### config.mk
export PLATFORM = sky130hd
export DESIGN_NAME = status_cond_unit
export DESIGN_NICKNAME = d
export VERILOG_FILES = /design/src/rtl/status_cond_unit.sv
export SDC_FILE = /design/constraint.sdc
export NUM_CORES = 1
export LEC_CHECK = 0
export BUFFER_PORTS_ARGS = -buffer_cell sky130_fd_sc_hd__buf_2
export CAP_MARGIN = 20
export CORE_AREA = 2 2 57 59
export DETAILED_ROUTE_END_ITERATION = 16
export DIE_AREA = 0 0 59 61
export GPL_TIMING_DRIVEN = 0
export PLACE_DENSITY = 0.72
export SYNTH_ARGS = -nofsm -noshare
export SYNTH_HDL_FRONTEND = slang
export SYNTH_SLANG_ARGS = --single-unit
### constraint.sdc
create_clock -name clk -period 2.5 [get_ports clk]
set_clock_uncertainty 0.1 [all_clocks]
set_input_delay 0.25 -clock clk [delete_from_list [all_inputs] [get_ports clk]]
set_output_delay 0.25 -clock clk [all_outputs]
set_load 0.05 [all_outputs]
### src/rtl/status_cond_unit.sv
`default_nettype none
// ============================================================================
// Module   : status_cond_unit
// Purpose  : Processor status register {N,Z,C,V} with a small save/restore
//            stack and a registered 16-way branch-condition evaluator.
// Ports    :
//   clk, rst_n                    clock, asynchronous active-low reset
//   flag_valid                    load ALU flags into SR this cycle
//   negative_in/zero_in/
//   carry_in/overflow_in          ALU flags
//   sr_we, sr_wdata[3:0]          direct SR write, bit order {N,Z,C,V}
//   push, pop                     save SR to / restore SR from the stack
//   err_clr                       clear the sticky stack_err flag
//   cond_valid, cond_code[3:0]    condition evaluation request
//   sr[3:0]                       current status register
//   cond_result_valid, cond_taken condition result, one cycle after request
//   stack_full, stack_empty       stack occupancy
//   stack_err                     sticky overflow/underflow indicator
// Revision : 1.0 - initial release
// ============================================================================
module status_cond_unit #(
    parameter int STACK_DEPTH = 4   // saved-status entries, must be >= 2
) (
    input  logic       clk,
    input  logic       rst_n,
    input  logic       flag_valid,
    input  logic       zero_in,
    input  logic       carry_in,
    input  logic       overflow_in,
    input  logic       negative_in,
    input  logic       sr_we,
    input  logic [3:0] sr_wdata,
    input  logic       push,
    input  logic       pop,
    input  logic       err_clr,
    input  logic       cond_valid,
    input  logic [3:0] cond_code,
    output logic [3:0] sr,
    output logic       cond_result_valid,
    output logic       cond_taken,
    output logic       stack_full,
    output logic       stack_empty,
    output logic       stack_err
);

    // Occupancy must represent 0..STACK_DEPTH; entry index only 0..STACK_DEPTH-1.
    localparam int c_cnt_w = $clog2(STACK_DEPTH + 1);
    localparam int c_idx_w = $clog2(STACK_DEPTH);

    logic [3:0]         r_sr;
    logic [c_cnt_w-1:0] r_count;
    logic [3:0]         r_stack [STACK_DEPTH];
    logic               r_stack_err;
    logic               r_cond_rv;
    logic               r_cond_taken;

    logic               w_full;
    logic               w_empty;
    logic               w_push_ok;
    logic               w_pop_ok;
    logic               w_err_set;
    logic               w_cond;
    logic [c_idx_w-1:0] w_push_idx;
    logic [c_idx_w-1:0] w_pop_idx;
    logic [3:0]         w_sr_next;
    logic [c_cnt_w-1:0] w_count_next;
    logic               w_n, w_z, w_c, w_v;

    assign w_full  = (r_count == c_cnt_w'(STACK_DEPTH));
    assign w_empty = (r_count == '0);

    // push and pop together cancel out: neither acts and no error is raised.
    assign w_push_ok = push & ~pop & ~w_full;
    assign w_pop_ok  = pop & ~push & ~w_empty;
    assign w_err_set = (push & ~pop & w_full) | (pop & ~push & w_empty);

    // Index truncation is safe: a push only happens below full and a pop
    // only above empty, so the dropped bits are always zero.
    assign w_push_idx = c_idx_w'(r_count);
    assign w_pop_idx  = c_idx_w'(r_count - c_cnt_w'(1));

    // SR source priority: stack restore, direct write, ALU flags, hold.
    always_comb begin
        w_sr_next = r_sr;
        if (w_pop_ok) begin
            w_sr_next = r_stack[w_pop_idx];
        end else if (sr_we) begin
            w_sr_next = sr_wdata;
        end else if (flag_valid) begin
            w_sr_next = {negative_in, zero_in, carry_in, overflow_in};
        end
    end

    always_comb begin
        w_count_next = r_count;
        if (w_push_ok) begin
            w_count_next = r_count + c_cnt_w'(1);
        end else if (w_pop_ok) begin
            w_count_next = r_count - c_cnt_w'(1);
        end
    end

    // Conditions look at the SR as it stood before this cycle's update.
    assign w_n = r_sr[3];
    assign w_z = r_sr[2];
    assign w_c = r_sr[1];
    assign w_v = r_sr[0];

    always_comb begin
        w_cond = 1'b0;
        case (cond_code)
            4'd0:  w_cond = w_z;                      // EQ
            4'd1:  w_cond = ~w_z;                     // NE
            4'd2:  w_cond = w_c;                      // CS
            4'd3:  w_cond = ~w_c;                     // CC
            4'd4:  w_cond = w_n;                      // MI
            4'd5:  w_cond = ~w_n;                     // PL
            4'd6:  w_cond = w_v;                      // VS
            4'd7:  w_cond = ~w_v;                     // VC
            4'd8:  w_cond = w_c & ~w_z;               // HI
            4'd9:  w_cond = ~w_c | w_z;               // LS
            4'd10: w_cond = (w_n == w_v);             // GE
            4'd11: w_cond = (w_n != w_v);             // LT
            4'd12: w_cond = ~w_z & (w_n == w_v);      // GT
            4'd13: w_cond = w_z | (w_n != w_v);       // LE
            4'd14: w_cond = 1'b1;                     // AL
            default: w_cond = 1'b0;                   // NV
        endcase
    end

    always_ff @(posedge clk or negedge rst_n) begin
        if (!rst_n) begin
            r_sr         <= 4'h0;
            r_count      <= '0;
            r_stack_err  <= 1'b0;
            r_cond_rv    <= 1'b0;
            r_cond_taken <= 1'b0;
        end else begin
            r_sr      <= w_sr_next;
            r_count   <= w_count_next;
            r_cond_rv <= cond_valid;
            if (cond_valid) begin
                r_cond_taken <= w_cond;
            end
            // A fresh error in the same cycle as a clear keeps the flag set.
            if (w_err_set) begin
                r_stack_err <= 1'b1;
            end else if (err_clr) begin
                r_stack_err <= 1'b0;
            end
        end
    end

    // Entry storage is never read while empty, so it carries no reset.
    always_ff @(posedge clk) begin
        if (w_push_ok) begin
            r_stack[w_push_idx] <= r_sr;
        end
    end

    assign sr                = r_sr;
    assign cond_result_valid = r_cond_rv;
    assign cond_taken        = r_cond_taken;
    assign stack_full        = w_full;
    assign stack_empty       = w_empty;
    assign stack_err         = r_stack_err;

endmodule
`default_nettype wire

==> results.tsv, run 1 <==
stage	metric	value	unit
run_status	status	finished clean	
final_layout	fillcell total	270	
routing	DRT Pass-1 Iters	4	
logic_synthesis	Yosys warnings	0	
logic_synthesis	mux contribution to synthesized area	10.57	%
clock_network	Clock Path Buffers	2	
logic_synthesis	synthesized net count	139	
logic_synthesis	Synth Area per Inst	12.15	um2
logic_synthesis	top_reg_cell synth	edfxtp_1	
final_layout	layout cell share with drive strength beyond 1	28.67	%
placement	DP HPWL	1882	um
routing	Avg Vias per Cell	5.409	
critical_path	CP most frequent cell	ha_1	
logic_synthesis	Post-synth ARST share	38.46	%
clock_network	CTS clock-pin slew for the worst setup and hold paths	0.13	ns
placement	RePlAce Congestion	0.8614	
global_route	global-route wire length before repair	4071	um
logic_synthesis	Post-Syn Area	1373	um2
critical_path	critical path's largest stage delay	0.52	ns
critical_path	Crit. End Element	flip-flop	
final_layout	P&R area growth vs syn	16.77	%
critical_path	R2R Setup Slk	0.29	ns
critical_path	CP max-delay cell	dfrtp_2	
routing	initial DRC count	31	
placement	pre-CTS setup slack	-0.1336	ns
final_layout	nets	170	
critical_path	WP data required	2.41	ns
timing	Final Cycle Share	88.48	%
timing	Tmin final	2.212	ns
timing	Slew @ Worst Pin	0.3755	ns
die	Starting Density	46.48	%
final_layout	n_diodes	0	
power_and_ir_drop	Pleak	0.6760	nW
power_and_ir_drop	Peak VDD IR	380.3	uV
logic_synthesis	XOR/XNOR Fraction of Synth Area	2.552	%
logic_synthesis	Yosys reg bits	26	
critical_path	crit path cell chain	inv_1, ha_1, ha_1, nor3b_2, and2_1	
clock_network	total CTS buffers	3	
placement	port bufs	25	
logic_synthesis	post-synthesis sequential area ratio	53.24	%
global_route	GRT Total Usage	15.64	%
power_and_ir_drop	power consumption	1.462	mW
run	max-cap violation count	0	
critical_path	FF-to-FF End	r_stack[3][0]	
logic_synthesis	area leader, netlist	edfxtp_1	
global_route	vias in the first global route	892	
timing	fmax	452.1	MHz
critical_path	CP Max Fanout	8	
critical_path	CP delay by family, top	simple AND/OR/NAND/NOR gates	
routing	DRC Markers	0	
logic_synthesis	Post-synth EDFFs	16	
logic_synthesis	Synth top area share	35.00	%
critical_path	critical path class	reg2reg	
critical_path	Worst R2R Start	r_count[0]	
critical_path	Setup crit end	r_stack[3][0]	
timing	final hold vios	0	
clock_network	Clock Sink Count	26	
logic_synthesis	top cells by area, synth	edfxtp_1 35%, dfrtp_1 18%, mux4_2 6.6%, ha_1 5.5%, a21oi_1 2.9%	
clock_network	Clock Latency Late Sink	0.31	ns
critical_path	WP data arrival	2.12	ns
logic_synthesis	Post-Synthesis Cells	113	
clock_network	Post-CTS Setup Bufs	0	
placement	# placed instances	171	
logic_synthesis	post-synthesis compound-gate area fraction	10.03	%
critical_path	CP bufs+invs	1	
timing	Final setup viols	0	
routing	wire per inst	14.18	um
timing	worst rel slew slack	74.97	%
routing	final wirelength	2495	um
critical_path	Startpoint Class	flip-flop	
critical_path	Critical Path Stages	5	
hold_path	Hold Crit Class	in2reg	
logic_synthesis	Synth cell types	36	
global_route	pin count of the biggest net entering global routing	15	
die	die height	61	um
routing	DR vias	952	
routing	Detail Route Antenna Nets	0	
global_route	antenna violations before repair	0	
logic_synthesis	largest family of logic cells by synthesized area	simple AND/OR/NAND/NOR gates	
global_route	grt ovf	0	
die	Core ar.	2953	um2
die	die area	3599	um2
critical_path	R2R depth	5	
timing	Final Slew Violations	0	
clock_network	H-tree depth	1	
timing	RSZ-0062 raised after global routing	no	
die	Core Rows	20	
timing	final setup margin	0.2880	ns
logic_synthesis	Synth Area in Simple Gates	14.13	%
power_and_ir_drop	PD cells	912.2	nW/um2
critical_path	Critical Path Start	r_count[0]	
clock_network	TritonCTS clock tree	built	
die	die width	59	um
final_layout	Non-Filler Instances	176	
clock_network	Root Driver	clkbuf_4	
logic_synthesis	Synth Area in Adders	5.469	%
die	IO Count	29	
[layout by cell type, fill, tap and decap left out, drive strengths merged, types with 6 or more instances in the layout]
cell     n
a21oi    8
buf     27
clkbuf   7
dfrtp   10
edfxtp  16
ha       6
inv      6
nand2    7
nor2     6
[metal layers]
metal / global-route usage, % / part of all wire (%)
met5: 0 / 0
met1: 20.47 / 46
met4: 2.922 / 0
met2: 26.19 / 50
met3: 4.691 / 4.2
[cells in the mapped netlist (all sizes together), types with 2 or more instances]
cell,count
nand3,3
inv,6
a211oi,2
dfrtp,10
nand3b,3
edfxtp,16
nor3b,3
buf,2
xnor2,3
a21oi,8
nor2,6
mux4,4
mux2i,4
and2b,2
clkbuf,4
nand2,7
o21ai,4
ha,6
and2,4
nor3,2
[worst min-delay path: stages]
cell and delay [ns]:
buf_2 0.07, nand2b_1 0.08, nand3_1 0.06
[how the worst min path moves through the flow]
stage	depth (start not counted)	to	start	slack (ns)
global route	3	stack_err	err_clr	0.07
floorplan	0	cond_result_valid	rst_n	-0.15
global placement	1	cond_taken	rst_n	0.03
CTS	3	stack_err	err_clr	0.07
detailed placement	1	cond_result_valid	rst_n	0.04
finish	3	stack_err	err_clr	0.08
[cells by family (layout without fill, tap and decap cells)]
kind of cell               Yosys count  after routing
and+or+nand+nor                     35             35
DFF                                 26             26
AOI/OAI and AO/OA                   21             21
buffers and inverters               12             42
muxes                                9              9
adders and majority gates            6              6
xor gates and xnor gates             4              4
[final cells by class]
type | count | area (um2) | area share [%]
flip-flops and latches | 26 | 732.0 | 45.67
multi-input cells | 75 | 596.8 | 37.24
repair buffers | 27 | 145.1 | 9.055
well taps | 33 | 41.29 | 2.576
clock buffers | 4 | 36.28 | 2.264
plain buffers | 5 | 28.78 | 1.795
inverters | 6 | 22.52 | 1.405
[sequential cells by signal (all words and copies together), names as in the netlist]
| signal | count |
|---|---|
| r_stack | 16 |
| stack_err | 1 |
| r_count | 3 |
| sr | 4 |
| cond_taken | 1 |
| cond_result_valid | 1 |
[metrics by stage]
| step | utilization [%] | setup TNS (ns) | cell area, um2 | hold slack [ns] |
|---|---|---|---|---|
| final | 54.28 | 0 | 1603 | 0.07684 |
| after global routing | 54.28 | 0 | 1603 | 0.06553 |
| after CTS | 54.07 | 0 | 1597 | 0.07081 |
| after detailed placement | 52.29 | -0.7955 | 1544 | 0.03827 |
| after global placement | 52.29 | -0.02404 | 1544 | 0.03448 |
| after floorplan | - | 0 | 1378 | -0.1456 |
[power by group]
group | internal (mW) | switching (mW) | leakage, nW
sequential | 0.564 | 0.110 | 0.265
clock | 0.0890 | 0.115 | 0.0210
combinational | 0.244 | 0.341 | 0.390
total | 0.896 | 0.566 | 0.676
[what timing repair did]
| item | 4_1_cts | 5_1_grt |
|---|---|---|
| endpoints found under the hold margin | 11 | 0 |
| pin swaps | 0 | 0 |
| hold buffers | 2 | 0 |
| setup endpoints to repair | 20 | 10 |
| gates resized for setup | 0 | 2 |
No activity file was read; power rests on OpenSTA's default activity.
==> run 2: changes to the inputs <==
- CORE_AREA: 2 2 57 59 -> 2 2 62 64
- DIE_AREA: 0 0 59 61 -> 0 0 64 66
- PLACE_DENSITY: 0.72 -> not set
==> run 2 against run 1 <==
  * Non-clock buffer count stayed put
  * Sequential power barely moved
  * Sequential cell count unchanged
  * Utilization down 9.1 points
  * Critical path type unchanged
  * Largest cell class unchanged
  * Highest routed layer is now met4
==> results.tsv, run 2 (synthesized netlist as in run 1, its figures left out) <==
stage	metric	value	unit	change
critical_path	WP data required	2.64	ns	+0.23 ns
timing	Final Slew Violations	0		unchanged
final_layout	nets	170		unchanged
die	Core Rows	22		+10%
die	die height	66	um	+8.2%
clock_network	H-tree depth	1		unchanged
final_layout	P&R area growth vs syn	16.86	%	about the same
timing	Slew @ Worst Pin	0.4368	ns	+0.06131 ns
final_layout	commonest non-fill, non-tap cell in the layout	buf_2		
final_layout	most frequent cells in the layout	26 x buf_2, 16 x edfxtp_1, 9 x dfrtp_1		
hold_path	hold depth	3		unchanged
timing	Fin Hold WS	0.07756	ns	+0.0007177 ns
timing	final hold vios	0		unchanged
final_layout	Non-Filler Instances	190		+8.0%
clock_network	Root Driver	clkbuf_4		
die	Starting Density	38.65	%	-7.8 points
run_status	status	finished clean		
global_route	antenna violations before repair	0		unchanged
run	max-cap violation count	0		unchanged
die	die width	64	um	+8.5%
timing	RSZ-0062 raised after global routing	no		
routing	wire per inst	14.56	um	+2.7%
hold_path	hold path endpoint	stack_err		
global_route	pin count of the biggest net entering global routing	14		-1
clock_network	Clock Latency Late Sink	0.31	ns	about the same
critical_path	Crit. End Element	flip-flop		
routing	DRC Markers	0		unchanged
timing	TNS Setup	0	ns	unchanged
power_and_ir_drop	Pleak	0.6696	nW	-0.93%
clock_network	CTS clock-pin slew for the worst setup and hold paths	0.13	ns	about the same
clock_network	TritonCTS clock tree	built		
timing	final setup margin	0.2704	ns	-0.01766 ns
global_route	grt ovf	0		unchanged
critical_path	Startpoint Class	flip-flop		
global_route	global-route wire length before repair	4671	um	+15%
routing	initial DRC count	45		+45%
final_layout	n_diodes	0		unchanged
die	IO Count	29		unchanged
critical_path	CP most frequent cell	ha_1		
routing	DRT Pass-1 Iters	4		unchanged
final_layout	layout cell share with drive strength beyond 1	28.17	%	-0.50 points
placement	port bufs	25		unchanged
routing	final wirelength	2767	um	+11%
final_layout	max FFs per register	16		unchanged
final_layout	Top reg by flops	r_stack		
placement	pre-CTS setup slack	-0.1826	ns	-0.04903 ns
clock_network	Clock Path Buffers	2		unchanged
timing	Final Cycle Share	89.19	%	+0.71 points
final_layout	final design utilization	45.17	%	-9.1 points
timing	Tmin final	2.230	ns	+0.01766 ns
die	Core ar.	3551	um2	+20%
power_and_ir_drop	PD cells	892.7	nW/um2	-2.1%
critical_path	critical path's largest stage delay	0.52	ns	about the same
timing	fmax	448.5	MHz	-0.79%
hold_path	hold_sp	err_clr		
placement	DP HPWL	2055	um	+9.2%
global_route	vias in the first global route	983		+10%
global_route	GRT Total Usage	14.60	%	-1.0 points
critical_path	crit path cell chain	inv_1, ha_1, ha_1, nor3b_2, and2_1, o31ai_1, a21oi_1		
critical_path	CP max-delay cell	dfrtp_2		
critical_path	WP data arrival	2.37	ns	+0.25 ns
critical_path	Worst R2R Start	r_count[0]		
power_and_ir_drop	Peak VDD IR	295.7	uV	-22%
die	die area	4224	um2	+17%
routing	Detail Route Antenna Nets	0		unchanged
hold_path	Hold Crit Class	in2reg		
timing	Final setup viols	0		unchanged
clock_network	Post-CTS Setup Bufs	0		unchanged
critical_path	CP Max Fanout	8		unchanged
timing	worst rel slew slack	70.82	%	-4.1 points
final_layout	fillcell total	348		+29%
critical_path	FF-to-FF End	r_count[2]		
routing	Avg Vias per Cell	5.021		-7.2%
routing	DR vias	954		+0.21%
critical_path	R2R depth	7		+2
critical_path	R2R Setup Slk	0.27	ns	-0.02 ns
placement	RePlAce Congestion	0.8131		-5.6%
critical_path	critical path class	reg2reg		
clock_network	total CTS buffers	3		unchanged
placement	# placed instances	186		+8.8%
clock_network	Clock Sink Count	26		unchanged
-- run 2: cell types whose count changed in the layout (fill, tap and decap cells not counted) --
cell,previous run,this run
nor3b_1,1,2
nor3b_2,2,1
clkbuf_8,1,0
clkbuf_1,2,1
clkbuf_2,1,2
-- run 2: worst max path at each step --
stage	endpoint	cells after the start	startpoint
finish	r_count[2]	7	r_count[0]
global route	r_count[2]	7	r_count[0]
CTS	r_count[2]	8	r_count[0]
detailed placement	r_count[2]	9	r_count[0]
global placement	r_count[2]	9	r_count[0]
floorplan	r_count[2]	9	r_count[0]
-- run 2: critical path, delay by kind of cell, from the launching register on --
kind	cells	cell delay [ns]
compound gates	2	0.25
fa+ha+maj	2	0.47
simple gates	2	0.72
flops	1	0.52
buf+inv	1	0.10
-- run 2: timing repair --
| action | 4_1_cts | 5_1_grt |
|---|---|---|
| hold buffers | 2 | 0 |
| pin swaps | 0 | 0 |
| setup endpoints to repair | 22 | 1 |
| hold endpoints to repair | 11 | 0 |
| gates resized for setup | 1 | 2 |
-- run 2: metrics by stage --
step | instance area, um2 | total power [mW]
final | 1604 | 1.432
after detailed placement | 1563 | 1.281
after CTS | 1603 | 1.448
after global routing | 1604 | 1.539
after global placement | 1563 | 1.258
after floorplan | 1378 | 1.122
-- run 2: final cells by class --
cell class / count / area (um2) / area share [%]
multi-input cells: 75 / 591.8 / 36.90
repair buffers: 27 / 145.1 / 9.048
inverters: 6 / 22.52 / 1.404
well taps: 48 / 60.06 / 3.744
flip-flops and latches: 26 / 732.0 / 45.63
clock buffers: 3 / 22.52 / 1.404
plain buffers: 5 / 30.03 / 1.872
-- run 2: routing by layer --
layer  vias to the layer above  wire (um)  track usage, %
met5                         -          0               0
met4                         0         18           2.446
met3                         2         56           3.578
met2                        10       1390           25.13
met1                       468       1302           18.90
li1                        474          -               -
-- run 2: power by group --
group	leakage [nW]	total, mW	internal [mW]	switching, mW
registers	0.265	0.675	0.563	0.112
logic	0.391	0.585	0.243	0.342
clock network	0.0138	0.171	0.0563	0.115
total	0.670	1.43	0.863	0.569
==> run 3: changes to the inputs <==
- MAX_ROUTING_LAYER: not set -> met4
==> run 3 against run 2 <==
  * Count of clock-buffer cells in the layout did not move
  * Fmax is essentially flat
  * Global-route usage grew 0.44 points
  * Final cell count unchanged
  * Via count grew 0.63%
  * Cell area stayed put
  * Largest cell class unchanged
  * Highest routed layer unchanged
==> results.tsv, run 3 (synthesized netlist as in run 1, its figures left out) <==
stage	metric	value	unit	change
hold_path	Hold Crit Class	in2reg		
routing	DRC Markers	0		unchanged
final_layout	commonest non-fill, non-tap cell in the layout	buf_2		
clock_network	CTS clock-pin slew for the worst setup and hold paths	0.13	ns	about the same
routing	Avg Vias per Cell	5.053		+0.63%
clock_network	Clock Latency Late Sink	0.31	ns	about the same
final_layout	most frequent cells in the layout	26 x buf_2, 16 x edfxtp_1, 9 x dfrtp_1		
timing	Slew @ Worst Pin	0.4368	ns	unchanged
global_route	pin count of the biggest net entering global routing	14		unchanged
clock_network	total CTS buffers	3		unchanged
power_and_ir_drop	Pleak	0.6696	nW	unchanged
routing	DRT Pass-1 Iters	4		unchanged
critical_path	critical path class	reg2reg		
placement	Placed Area	1563	um2	unchanged
global_route	global-route wire length before repair	4685	um	+0.30%
routing	final wirelength	2753	um	-0.51%
routing	initial DRC count	46		+2.2%
final_layout	fillcell total	348		unchanged
timing	RSZ-0062 raised after global routing	no		
die	Core ar.	3551	um2	unchanged
run	max-cap violation count	0		unchanged
placement	DP HPWL	2055	um	unchanged
clock_network	Clock Path Buffers	2		unchanged
final_layout	n_diodes	0		unchanged
timing	final setup margin	0.2720	ns	+0.001608 ns
die	die height	66	um	unchanged
timing	Final Cycle Share	89.12	%	about the same
critical_path	WP data required	2.64	ns	about the same
power_and_ir_drop	Peak VDD IR	295.7	uV	about the same
global_route	antenna violations before repair	0		unchanged
clock_network	Clock Sink Count	26		unchanged
final_layout	P&R area growth vs syn	16.86	%	unchanged
critical_path	CP Max Fanout	8		unchanged
global_route	grt ovf	0		unchanged
routing	wire per inst	14.49	um	-0.51%
die	die area	4224	um2	unchanged
global_route	vias in the first global route	988		+0.51%
die	Core Rows	22		unchanged
placement	pre-CTS setup slack	-0.1826	ns	unchanged
power_and_ir_drop	PD cells	891.8	nW/um2	about the same
timing	final hold vios	0		unchanged
final_layout	nets	170		unchanged
routing	Detail Route Antenna Nets	0		unchanged
critical_path	Crit. End Element	flip-flop		
timing	TNS Setup	0	ns	unchanged
die	IO Count	29		unchanged
final_layout	Design Area, Final	1604	um2	unchanged
timing	Tmin final	2.228	ns	-0.001608 ns
clock_network	Root Driver	clkbuf_4		
timing	fmax	448.8	MHz	about the same
routing	DR vias	960		+0.63%
placement	RePlAce Congestion	0.8251		+1.5%
final_layout	max FFs per register	16		unchanged
timing	Final setup viols	0		unchanged
timing	worst rel slew slack	70.82	%	unchanged
clock_network	H-tree depth	1		unchanged
critical_path	WP data arrival	2.37	ns	about the same
die	Starting Density	38.65	%	unchanged
die	die width	64	um	unchanged
final_layout	layout cell share with drive strength beyond 1	28.17	%	unchanged
timing	Final Slew Violations	0		unchanged
final_layout	Top reg by flops	r_stack		
critical_path	Startpoint Class	flip-flop		
run_status	status	finished clean		
clock_network	TritonCTS clock tree	built		
power_and_ir_drop	power consumption	1.431	mW	about the same
placement	port bufs	25		unchanged
global_route	GRT Total Usage	15.04	%	+0.44 points
==> run 3: cell counts in the layout (fill, tap and decap cells not counted) <==
Identical to the previous run, type by type.
==> run 3: final cells by class <==
cell class / count / area, um2 / area share [%]
clock buffer: 3 / 22.52 / 1.404
timing repair buffer: 27 / 145.1 / 9.048
sequential: 26 / 732.0 / 45.63
inverter: 6 / 22.52 / 1.404
tap: 48 / 60.06 / 3.744
buffer: 5 / 30.03 / 1.872
multi-input combinational: 75 / 591.8 / 36.90
==> run 3: power by group <==
group          switching, mW  internal (mW)  total (mW)
Clock                  0.115         0.0563       0.171
Sequential             0.112          0.563       0.675
Combinational          0.341          0.243       0.584
==> run 3: repair_timing <==
action	4_1_cts	5_1_grt
resized for setup	1	2
hold buffers	2	0
endpoints found under the hold margin	11	0
gates cloned	0	0
setup buffers	0	0
endpoints found under the setup margin	22	1
==> run 3: path summary, 6_finish.rpt <==
check	startpoint	to	slack [ns]	cells after the start
setup / recovery	r_count[0]	r_count[2]	0.27	7
hold / removal	err_clr	stack_err	0.08	3
setup reg to reg	r_count[0]	r_count[2]	0.27	7
hold reg to reg	stack_err	stack_err	0.40	2
max in group asynchronous	rst_n	r_count[0]	1.87	2
min in group asynchronous	rst_n	r_count[1]	0.21	2
==> run 3: through the flow <==
stage,hold WS (ns),util [%],instances
floorplan,-0.1456,-,113
global placement,0.03178,44.01,186
detailed placement,0.03161,44.01,186
CTS,0.07974,45.14,190
global route,0.08055,45.17,190
finish,0.07749,45.17,190
==> run 3: worst max-delay path: stages (launching register included) <==
cell and delay [ns]:
dfrtp_2 0.53, inv_1 0.10, ha_1 0.24, ha_1 0.23
nor3b_2 0.36, and2_1 0.36, o31ai_1 0.12, a21oi_1 0.13
==> run 3: metal layers <==
| metal | vias to the layer above | wire length [um] | track usage, % |
|---|---|---|---|
| met1 | 474 | 1284 | 19.01 |
| li1 | 474 | - | - |
| met2 | 10 | 1394 | 25.13 |
| met5 | - | 0 | - |
| met3 | 2 | 56 | 3.578 |
| met4 | 0 | 18 | 2.446 |
